## src/rtl/code_flasher_pkg.sv

```systemverilog
// Shared types and segment patterns for the code flasher and its 7-segment encoder.
package code_flasher_pkg;

    typedef enum logic [1:0] {
        IDLE = 2'd0,
        SHOW = 2'd1,
        GAP  = 2'd2,
        DONE = 2'd3
    } state_t;

    localparam logic [6:0] SEG_BLANK = 7'b1111111;

    // Active-low {g,f,e,d,c,b,a}; letters b and d are lowercase so they stay distinct from 8 and 0.
    function automatic logic [6:0] seg_pattern(input logic [3:0] value);
        logic [6:0] seg;
        case (value)
            4'h0: seg = 7'b1000000;
            4'h1: seg = 7'b1111001;
            4'h2: seg = 7'b0100100;
            4'h3: seg = 7'b0110000;
            4'h4: seg = 7'b0011001;
            4'h5: seg = 7'b0010010;
            4'h6: seg = 7'b0000010;
            4'h7: seg = 7'b1111000;
            4'h8: seg = 7'b0000000;
            4'h9: seg = 7'b0010000;
            4'hA: seg = 7'b0001000;
            4'hB: seg = 7'b0000011;
            4'hC: seg = 7'b1000110;
            4'hD: seg = 7'b0100001;
            4'hE: seg = 7'b0000110;
            default: seg = 7'b0001110;
        endcase
        return seg;
    endfunction

endpackage

```

## src/rtl/code_flasher_seg7_hex.sv

```systemverilog
// Combinational hex digit to active-low 7-segment encoder; blanks the display when not enabled.
module seg7_hex
    import code_flasher_pkg::*;
(
    input  logic [3:0] value,
    input  logic       enable,
    output logic [6:0] seg
);

    always_comb begin
        seg = SEG_BLANK;
        if (enable) begin
            seg = seg_pattern(value);
        end
    end

endmodule

```

## src/rtl/code_flasher.sv

```systemverilog
// Shows a stored hex code on one 7-segment display, one digit at a time,
// most-significant digit first, with optional blank gaps between digits.
module code_flasher
    import code_flasher_pkg::*;
#(
    parameter int          NUM_DIGITS   = 2,
    parameter logic [31:0] CODE         = 32'h0000_0028,
    parameter int          DWELL_CYCLES = 4,
    parameter int          GAP_CYCLES   = 2
) (
    input  logic       clk,
    input  logic       reset,
    input  logic       start,
    output logic       busy,
    output logic       done,
    output logic       digit_valid,
    output logic [3:0] digit,
    output logic [2:0] digit_idx,
    output logic [6:0] hex_out
);

    // Counters hold 0..N-1, so $clog2(N) bits suffice; keep at least one bit for N<=1.
    localparam int DW = (DWELL_CYCLES > 1) ? $clog2(DWELL_CYCLES) : 1;
    localparam int GW = (GAP_CYCLES > 1) ? $clog2(GAP_CYCLES) : 1;

    localparam logic [DW-1:0]  DWELL_LAST  = DW'(DWELL_CYCLES - 1);
    localparam logic [GW-1:0]  GAP_LAST    = GW'((GAP_CYCLES > 0) ? GAP_CYCLES - 1 : 0);
    localparam logic [2:0]     FIRST_IDX   = 3'(NUM_DIGITS - 1);
    localparam logic [7:0][3:0] CODE_DIGITS = CODE;

    state_t        state, state_n;
    logic [2:0]    idx, idx_n;
    logic [DW-1:0] dwell_cnt, dwell_n;
    logic [GW-1:0] gap_cnt, gap_n;

    always_ff @(posedge clk or posedge reset) begin
        if (reset) begin
            state     <= IDLE;
            idx       <= '0;
            dwell_cnt <= '0;
            gap_cnt   <= '0;
        end else begin
            state     <= state_n;
            idx       <= idx_n;
            dwell_cnt <= dwell_n;
            gap_cnt   <= gap_n;
        end
    end

    // Counters default to zero so they restart on every state change or digit advance.
    always_comb begin
        state_n = state;
        idx_n   = idx;
        dwell_n = '0;
        gap_n   = '0;
        case (state)
            IDLE: begin
                idx_n = '0;
                if (start) begin
                    state_n = SHOW;
                    idx_n   = FIRST_IDX;
                end
            end
            SHOW: begin
                if (dwell_cnt == DWELL_LAST) begin
                    if (idx == 3'd0) begin
                        state_n = DONE;
                    end else if (GAP_CYCLES > 0) begin
                        state_n = GAP;
                    end else begin
                        idx_n = idx - 3'd1;
                    end
                end else begin
                    dwell_n = dwell_cnt + DW'(1);
                end
            end
            GAP: begin
                if (gap_cnt == GAP_LAST) begin
                    state_n = SHOW;
                    idx_n   = idx - 3'd1;
                end else begin
                    gap_n = gap_cnt + GW'(1);
                end
            end
            DONE: begin
                state_n = IDLE;
                idx_n   = '0;
            end
            default: begin
                state_n = IDLE;
                idx_n   = '0;
            end
        endcase
    end

    assign busy        = (state == SHOW) || (state == GAP);
    assign done        = (state == DONE);
    assign digit_valid = (state == SHOW);
    assign digit       = digit_valid ? CODE_DIGITS[idx] : 4'd0;
    assign digit_idx   = idx;

    seg7_hex u_seg7_hex (
        .value  (digit),
        .enable (digit_valid),
        .seg    (hex_out)
    );

endmodule

```

## config.mk

```make
export PLATFORM = sky130hd
export DESIGN_NAME = code_flasher
export DESIGN_NICKNAME = d
export VERILOG_FILES = /design/src/rtl/code_flasher_pkg.sv /design/src/rtl/code_flasher_seg7_hex.sv /design/src/rtl/code_flasher.sv
export SDC_FILE = /design/constraint.sdc
export NUM_CORES = 1
export LEC_CHECK = 0
export BUFFER_PORTS_ARGS = -buffer_cell sky130_fd_sc_hd__buf_2
export CORE_MARGIN = 2
export CORE_UTILIZATION = 40
export CTS_CLUSTER_SIZE = 40
export DETAILED_ROUTE_END_ITERATION = 12
export MAX_ROUTING_LAYER = met4
export PLACE_DENSITY_LB_ADDON = 0.08
export SYNTH_ARGS = -nofsm -noshare
export SYNTH_HDL_FRONTEND = slang
export SYNTH_SLANG_ARGS = --single-unit
```

## constraint.sdc

```tcl
create_clock -name clk -period 2 [get_ports clk]
set_input_delay 0.3 -clock clk [delete_from_list [all_inputs] [get_ports clk]]
set_output_delay 0.3 -clock clk [all_outputs]
set_load 0.02 [all_outputs]
```

==> results of run 1 <==
-- repair_timing --
item                       in CTS  in global routing
hold endpoints to repair        8                  0
buffers inserted                0                  0
hold buffers                    1                  0
setup endpoints to repair       0                  3
gates resized for setup         0                  1
-- per-stage QoR --
stage	worst slack, ns	cell area [sq um]	std cells
floorplan	0.0373	596	61
global placement	0.357	657	87
detailed placement	0.309	657	87
CTS	0.0302	689	91
global route	0.0262	699	91
finish	0.139	699	91
-- state kept, by name (all words and copies together) (netlist names) --
name	count
gap_cnt	1
state	2
digit_idx	3
dwell_cnt	2
-- power by group through the flow --
| stage | Sequential (W) | Clock [W] | Combinational, W |
|---|---|---|---|
| final | 0.000284 | 0.000118 | 0.000881 |
| after floorplan | 0.000287 | 0 | 0.000697 |
| after global placement | 0.000281 | 0 | 0.000875 |
| after global routing | 0.000296 | 0.000138 | 0.000972 |
| after CTS | 0.000281 | 0.000128 | 0.000876 |
| after detailed placement | 0.000284 | 0 | 0.000870 |
-- worst min path at each step --
stage	slack (ns)	start	to	depth (start not counted)
after CTS	0.36	start	digit_idx[0]$_DFFE_PP0P_	3
final	0.37	start	digit_idx[0]$_DFFE_PP0P_	3
after detailed placement	0.27	reset	dwell_cnt[1]$_DFF_PP0_	2
after global routing	0.37	start	digit_idx[0]$_DFFE_PP0P_	3
after floorplan	0.12	reset	digit_idx[0]$_DFFE_PP0P_	1
after global placement	0.26	reset	dwell_cnt[1]$_DFF_PP0_	2
-- cell usage in the layout, fill, tap and decap left out --
master / synthesis / routed
a21boi_0: 1 / 1
a21o_1: 1 / 1
a221oi_4: 1 / 1
a32oi_1: 1 / 1
and2_1: 1 / 1
and2b_2: 1 / 1
and3b_1: 2 / 1
and3b_2: 0 / 1
buf_2: 1 / 17
clkbuf_4: 0 / 3
conb_1: 1 / 2
dfrtp_1: 8 / 8
dlygate4sd3_1: 0 / 1
ha_1: 9 / 8
ha_4: 0 / 1
inv_1: 9 / 9
mux2_4: 1 / 1
mux2i_1: 1 / 1
nand2_1: 3 / 3
nand4_1: 1 / 1
nor2_1: 5 / 5
nor2b_4: 1 / 1
nor3_1: 1 / 1
nor3b_1: 1 / 1
o21ai_0: 5 / 5
-- area by class of cell --
| type | instances | area [sq um] |
|---|---|---|
| inverter | 9 | 33.8 |
| tap | 15 | 18.8 |
| fill | 131 | 634 |
| sequential | 8 | 200 |
| timing repair buffer | 18 | 95.1 |
| clock buffer | 3 | 22.5 |
| multi-input combinational | 38 | 329 |
-- routing by layer --
| metal | routed length (um) | global-route usage (%) |
|---|---|---|
| met1 | 465 | 16.1 |
| met3 | 75 | 7.76 |
| met4 | 10 | 5.63 |
| met5 | 0 | - |
| met2 | 490 | 22.5 |
-- critical path, stage by stage (launching register included) --
cell and delay, ns:
dfrtp_1 0.41, inv_1 0.15, ha_4 0.23, and3b_2 0.24, a21o_1 0.13, buf_2 0.16
-- cell families after synthesis --
| kind of cell | Yosys count | synth area share (%) |
|---|---|---|
| other cells | 1 | 0.638 |
| simple gates | 16 | 16.2 |
| flops | 8 | 34.0 |
| buf+inv | 15 | 13.0 |
| compound gates | 9 | 12.8 |
| fa+ha+maj | 9 | 19.1 |
| mux | 2 | 4.25 |
==> impl_metrics.tcl, run 1 <==
set metrics [dict create \
    worstReg2RegEnd "state[1]$_DFFE_PP0P_" \
    die_x_um 42.3 \
    drive_gt1_share_pct 34.2 \
    grt_remaining_overflow 0 \
    synth.yosys.seq_area_share_pct 34.0 \
    fp.dieH_um 42.3 \
    worstSkewPairLatency_ns 0.25 \
    die_area_sq_um 1790 \
    finalCoreUtilization_pct 52.4 \
    start_kind "register" \
    end_kind "output port" \
    min_period_over_period_pct 93.0 \
    place_hpwl_um 846 \
    peakVddDrop_v 0.000909 \
    synth_area_sq_um 588 \
    ioPinCount 20 \
    root_buffer "clkbuf_4" \
    syn_inst 60 \
    rows 13 \
    cts_buffers 3 \
    postSynth.topFlopCell "dfrtp_1" \
    p_seq_share_pct 22.1 \
    p_comb_share_pct 68.6 \
    yosysWarnings 0 \
    synth_edf_count 0 \
    finalHoldViolCount 0 \
    power.switching_w 0.000643 \
    internal_power_w 0.000640 \
    clk_pin_slew_worst_paths_ns 0.05 \
    status "finished, final reports clean" \
    finalSetupViolCount 0 \
    htreeDepth 1 \
    worstSetupPathType "register to output port" \
    fin_crit_ns 1.86 \
    nNetsFinal 90 \
    startpoint "state[1]$_DFFE_PP0P_" \
    clockPowerShare_pct 9.2 \
    r2r_cells 5 \
    start_util_pct 44.1 \
    maxSlewViolCount 0 \
    syn_area_per_cell_sq_um 9.80 \
    first_iter_violations 7 \
    grt_max_degree 14 \
    diodes 0 \
    ant_nets 0 \
    wl_per_cell_um 11.4 \
    place.port_buffers 17 \
    grt_use_total_pct 14.7 \
    netlist.area_leader.share_pct 34.0 \
    total_power_w 0.00128 \
    p_per_area_nw_per_um2 1830 \
    async_flop_share_pct 100 \
    arrival_ns 1.56 \
    crit_path_max_fanout 13 \
    grt_pass1_vias 422 \
    grt_first_pass_wirelength_mm 1.86 \
    worstPathRequired_ns 1.70 \
    detailedRoute.firstPassIterationCount 2 \
    num_vias 428 \
    gp_congestion 0.752 \
    hp-class "input pin to register" \
    switching_share_pct 50.1 \
    yosys-top-cells-count "9 x ha_1, 9 x inv_1, 8 x dfrtp_1" \
    rr_startpoint "state[0]$_DFFE_PP0P_" \
    clock-sinks 8 \
    yosys.cell_types.count 22 \
    cts_buffer_depth 2 \
    yosysTopAreaCell "dfrtp_1" \
    route.detailed.drc 0 \
    grt_setup_unrepaired "no" \
    cap_viol_max_count 0 \
    crit_path_end "hex_out[2]" \
    coreArea_sq_um 1330 \
    ff2ff_setup_slack_ns 0.33 \
    hold_slack_ns 0.366 \
    fmax_ghz 0.537 \
    cts_tree "done" \
    skew_ns 0.000147 \
    setup_tns_ns 0 \
    yosys_register_bits 8 \
    vias_per_cell 4.70 \
    area_delta_synth_final_pct 18.9 \
    routed_wl_mm 1.04 \
    antenna_found_initial 0 \
    yosys-top-cells-area "dfrtp_1 34%, ha_1 19%, buf_4 6.4%, inv_1 5.7%, a221oi_4 4.5%" \
    leakage_nw 0.386 \
]
No activity file was read; power rests on OpenSTA's default activity.
==> run 2, diff against run 1 <==
Settings changed: CTS_CLUSTER_DIAMETER set to 30.
Clock period 2 ns to 2.1 ns, I/O delays scaled along.
==> impl_metrics.tcl, run 2 (synthesized netlist as in run 1, its figures left out) <==
set metrics [dict create \
    status "finished, violations left" \
    violations "hold timing" \
    worstPathRequired_ns 1.78 \
    fin_crit_ns 1.90 \
    wl_per_cell_um 12.4 \
    ant_nets 0 \
    grt_first_pass_wirelength_mm 1.87 \
    maxSlewViolCount 0 \
    mostFrequentLayoutCells "17 x buf_2, 9 x inv_1, 8 x ha_1, 8 x dfrtp_1" \
    htreeDepth 1 \
    largest_reg_flops 3 \
    finalSetupViolCount 0 \
    placedCellCount 87 \
    antenna_found_initial 0 \
    min_period_over_period_pct 90.3 \
    place.port_buffers 17 \
    end_kind "output port" \
    peakVddDrop_v 0.000746 \
    rows 13 \
    coreArea_sq_um 1330 \
    ioPinCount 20 \
    stdcell_count 90 \
    grt_setup_unrepaired "no" \
    first_iter_violations 9 \
    worstSetupPathType "register to output port" \
    setup_tns_ns 0 \
    routed_wl_mm 1.12 \
    route.detailed.drc 0 \
    clock-sinks 8 \
    cts_buffers 3 \
    vias_per_cell 5.01 \
    fill_cells 123 \
    place_hpwl_um 852 \
    cap_viol_max_count 0 \
    cts_buffer_depth 2 \
    worstSkewPairLatency_ns 0.26 \
    post_cts_buffers 0 \
    start_util_pct 44.1 \
    p_per_area_nw_per_um2 1800 \
    crit_path_max_fanout 13 \
    fp.dieH_um 42.3 \
    setup_ws_ns 0.203 \
    start_kind "register" \
    nNetsFinal 89 \
    drive_gt1_share_pct 33.3 \
    area_delta_synth_final_pct 17.0 \
    gp_congestion 0.789 \
    diodes 0 \
    root_buffer "clkbuf_4" \
    num_vias 451 \
    layout_commonest_cell "buf_2" \
    grt_remaining_overflow 0 \
    grt_pass1_vias 396 \
    hp-class "input pin to asynchronous set/reset pin" \
    die_area_sq_um 1790 \
    grt_max_degree 14 \
    skew_ns 0.000393 \
    cts_tree "done" \
    clk_pin_slew_worst_paths_ns 0.06 \
    die_x_um 42.3 \
    hold_slack_ns -0.00635 \
    grt_use_total_pct 14.2 \
    leakage_nw 0.383 \
    arrival_ns 1.58 \
    place_ws_ns 0.391 \
    detailedRoute.firstPassIterationCount 4 \
    fmax_ghz 0.527 \
    finalHoldViolCount 8 \
]
[run 2: cell types whose count changed in the layout (fill, tap and decap cells not counted)]
cell	previous run	this run
and3b_2	1	0
and3b_1	1	2
dlygate4sd3_1	1	0
[run 2: final timing paths]
kind	cells past startpoint	slack [ns]	endpoint	start
worst max-delay path	5	0.20	hex_out[5]	state[1]$_DFFE_PP0P_
worst min-delay path	2	-0.006	dwell_cnt[1]$_DFF_PP0_	reset
worst max register to register	5	0.37	state[1]$_DFFE_PP0P_	state[0]$_DFFE_PP0P_
worst min register to register	1	0.44	dwell_cnt[0]$_DFF_PP0_	dwell_cnt[0]$_DFF_PP0_
max in group asynchronous	2	1.87	digit_idx[2]$_DFFE_PP0P_	reset
min in group clk	3	0.39	digit_idx[0]$_DFFE_PP0P_	start
[run 2: area by class of cell]
cell class | instances | area, sq um | share of cell area, %
tap | 15 | 18.8 | 2.73
timing repair buffer | 17 | 85.1 | 12.4
inverter | 9 | 33.8 | 4.91
clock buffer | 3 | 22.5 | 3.27
multi-input combinational | 38 | 328 | 47.6
sequential | 8 | 200 | 29.1
[run 2: power breakdown]
part	switching (W)	internal (W)
Sequential	0.0000632	0.000210
Clock	0.0000615	0.0000661
Combinational	0.000508	0.000330
Total	0.000632	0.000606
[run 2: stage by stage]
| step | instance area [sq um] | util [%] | total power, W |
|---|---|---|---|
| finish | 688 | 51.6 | 0.00124 |
| global route | 688 | 51.6 | 0.00134 |
| CTS | 678 | 50.8 | 0.00123 |
| detailed placement | 656 | 49.2 | 0.00110 |
| global placement | 656 | 49.2 | 0.00110 |
| floorplan | 594 | - | 0.000935 |
[run 2: repair_timing]
item                       CTS  global route
resized for setup            0             1
hold buffers                 0             0
setup endpoints to repair    0             3
[run 2: metal layers]
metal,track usage [%],vias to the layer above,wire length (um)
met5,-,-,0
met4,5.63,0,8
met3,4.31,2,79
met2,18.8,24,493
met1,19.9,206,535
li1,-,219,-
[run 2: critical path: stages, from the launching register on]
cell	delay [ns]
dfrtp_1	0.42
inv_1	0.15
ha_4	0.23
and3b_1	0.23
a21o_1	0.14
buf_2	0.15
==> run 3, diff against run 2 <==
Settings changed: GPL_ROUTABILITY_DRIVEN set to 1, PLACE_DENSITY set to 0.66, PLACE_DENSITY_LB_ADDON 0.08 to not set.
Clock period 2.1 ns to 2.3 ns, I/O delays scaled along.
==> impl_metrics.tcl, run 3 (synthesized netlist as in run 1, its figures left out) <==
set metrics [dict create \
    grt_use_total_pct 13.8 \
    vias_per_cell 5.00 \
    p_per_area_nw_per_um2 1620 \
    largest_reg_flops 3 \
    internal_power_w 0.000544 \
    num_vias 450 \
    post_cts_buffers 0 \
    finalSetupViolCount 0 \
    routed_wl_mm 1.01 \
    diodes 0 \
    skew_ns 0.00451 \
    seq_area_sq_um 200 \
    start_util_pct 44.1 \
    mostFrequentLayoutCells "17 x buf_2, 9 x inv_1, 8 x ha_1, 8 x dfrtp_1" \
    startpoint "state[1]$_DFFE_PP0P_" \
    status "finished, final reports clean" \
    worstSkewPairLatency_ns 0.25 \
    grt_remaining_overflow 0 \
    clock-sinks 8 \
    gp_congestion 0.720 \
    cts_tree "done" \
    cts_hold_buffers 0 \
    rr_startpoint "state[0]$_DFFE_PP0P_" \
    worstSetupPathType "register to output port" \
    grt_pass1_vias 394 \
    end_kind "output port" \
    path_delay_family "flip-flops" \
    total_power_w 0.00110 \
    drive_gt1_share_pct 33.3 \
    grt_max_degree 14 \
    arrival_ns 1.67 \
    path_cells "inv_1, ha_2, and3b_1, a21o_1, buf_2" \
    fin_crit_ns 2.01 \
    ioPinCount 20 \
    clockPowerShare_pct 9.6 \
    die_x_um 42.3 \
    fill_cells 126 \
    ff2ff_setup_slack_ns 0.68 \
    multi_input_area_sq_um 318 \
    fp.dieH_um 42.3 \
    area_delta_synth_final_pct 15.3 \
    first_iter_violations 1 \
    finalHoldViolCount 0 \
    worstPathRequired_ns 1.96 \
    crit_buf_inv 2 \
    root_buffer "clkbuf_4" \
    hp-class "input pin to asynchronous set/reset pin" \
    place.port_buffers 17 \
    wl_per_cell_um 11.2 \
    clk_pin_slew_worst_paths_ns 0.05 \
    grt_setup_unrepaired "no" \
    cts_buffers 3 \
    leakage_nw 0.381 \
    min_period_over_period_pct 87.4 \
    switching_share_pct 50.5 \
    finalCoreUtilization_pct 50.8 \
    rows 13 \
    maxSlewViolCount 0 \
    place_hpwl_um 793 \
    fmax_ghz 0.497 \
    htreeDepth 1 \
    peakVddDrop_v 0.000869 \
    grt_first_pass_wirelength_mm 1.74 \
    power.switching_w 0.000556 \
    p_comb_share_pct 68.4 \
    placedCellCount 87 \
    start_kind "register" \
    max_stage_delay_ns 0.40 \
    stdcell_count 90 \
    antenna_found_initial 0 \
    crit_path_max_fanout 13 \
    detailedRoute.firstPassIterationCount 4 \
    route.detailed.drc 0 \
    coreArea_sq_um 1330 \
    ant_nets 0 \
    crit_slowest_cell "dfrtp_1" \
    cap_viol_max_count 0 \
    layout_commonest_cell "buf_2" \
    die_area_sq_um 1790 \
    cts_buffer_depth 2 \
    setup_tns_ns 0 \
    nNetsFinal 89 \
    p_seq_share_pct 22.0 \
]
run 3: cell counts in the layout (fill, tap and decap cells not counted):
Identical to the previous run, type by type.
run 3: final cells by class:
class / instances / area share [%]
inverters: 9 / 4.98
flip-flops and latches: 8 / 29.5
clock buffers: 3 / 3.32
repair buffers: 17 / 12.5
well taps: 15 / 2.77
multi-input cells: 38 / 46.9
run 3: path summary, 6_finish.rpt:
path	cells after the start	endpoint
min in group clk	3	digit_idx[0]$_DFFE_PP0P_
min	2	dwell_cnt[1]$_DFF_PP0_
max	5	hex_out[2]
min reg2reg	1	dwell_cnt[0]$_DFF_PP0_
max in group asynchronous	2	digit_idx[0]$_DFFE_PP0P_
max reg2reg	5	state[1]$_DFFE_PP0P_
run 3: repair_timing:
action	CTS	global route
resized for setup	0	1
hold endpoints to repair	0	0
endpoints found under the setup margin	0	1
run 3: power by group through the flow:
stage               logic (W)  registers, W  clock network, W
detailed placement   0.000752      0.000244                 0
global route         0.000828      0.000249          0.000120
CTS                  0.000757      0.000243          0.000110
finish               0.000752      0.000242          0.000106
global placement     0.000743      0.000241                 0
floorplan            0.000600      0.000249                 0
run 3: per-stage QoR:
stage                     worst slack [ns]  area, sq um  hold WS, ns
final                                0.289          678       0.0204
after global routing                 0.156          678       0.0423
after CTS                            0.151          676       0.0298
after detailed placement             0.430          653        0.307
after global placement               0.493          653        0.320
after floorplan                      0.124          592        0.161
run 3: routing by layer:
layer | GRT usage [%] | up-vias | routed length [um]
met1 | 17.0 | 205 | 502
li1 | - | 222 | -
met4 | 11.3 | 0 | 31
met5 | - | - | 0
met3 | 3.88 | 4 | 72
met2 | 18.5 | 19 | 400
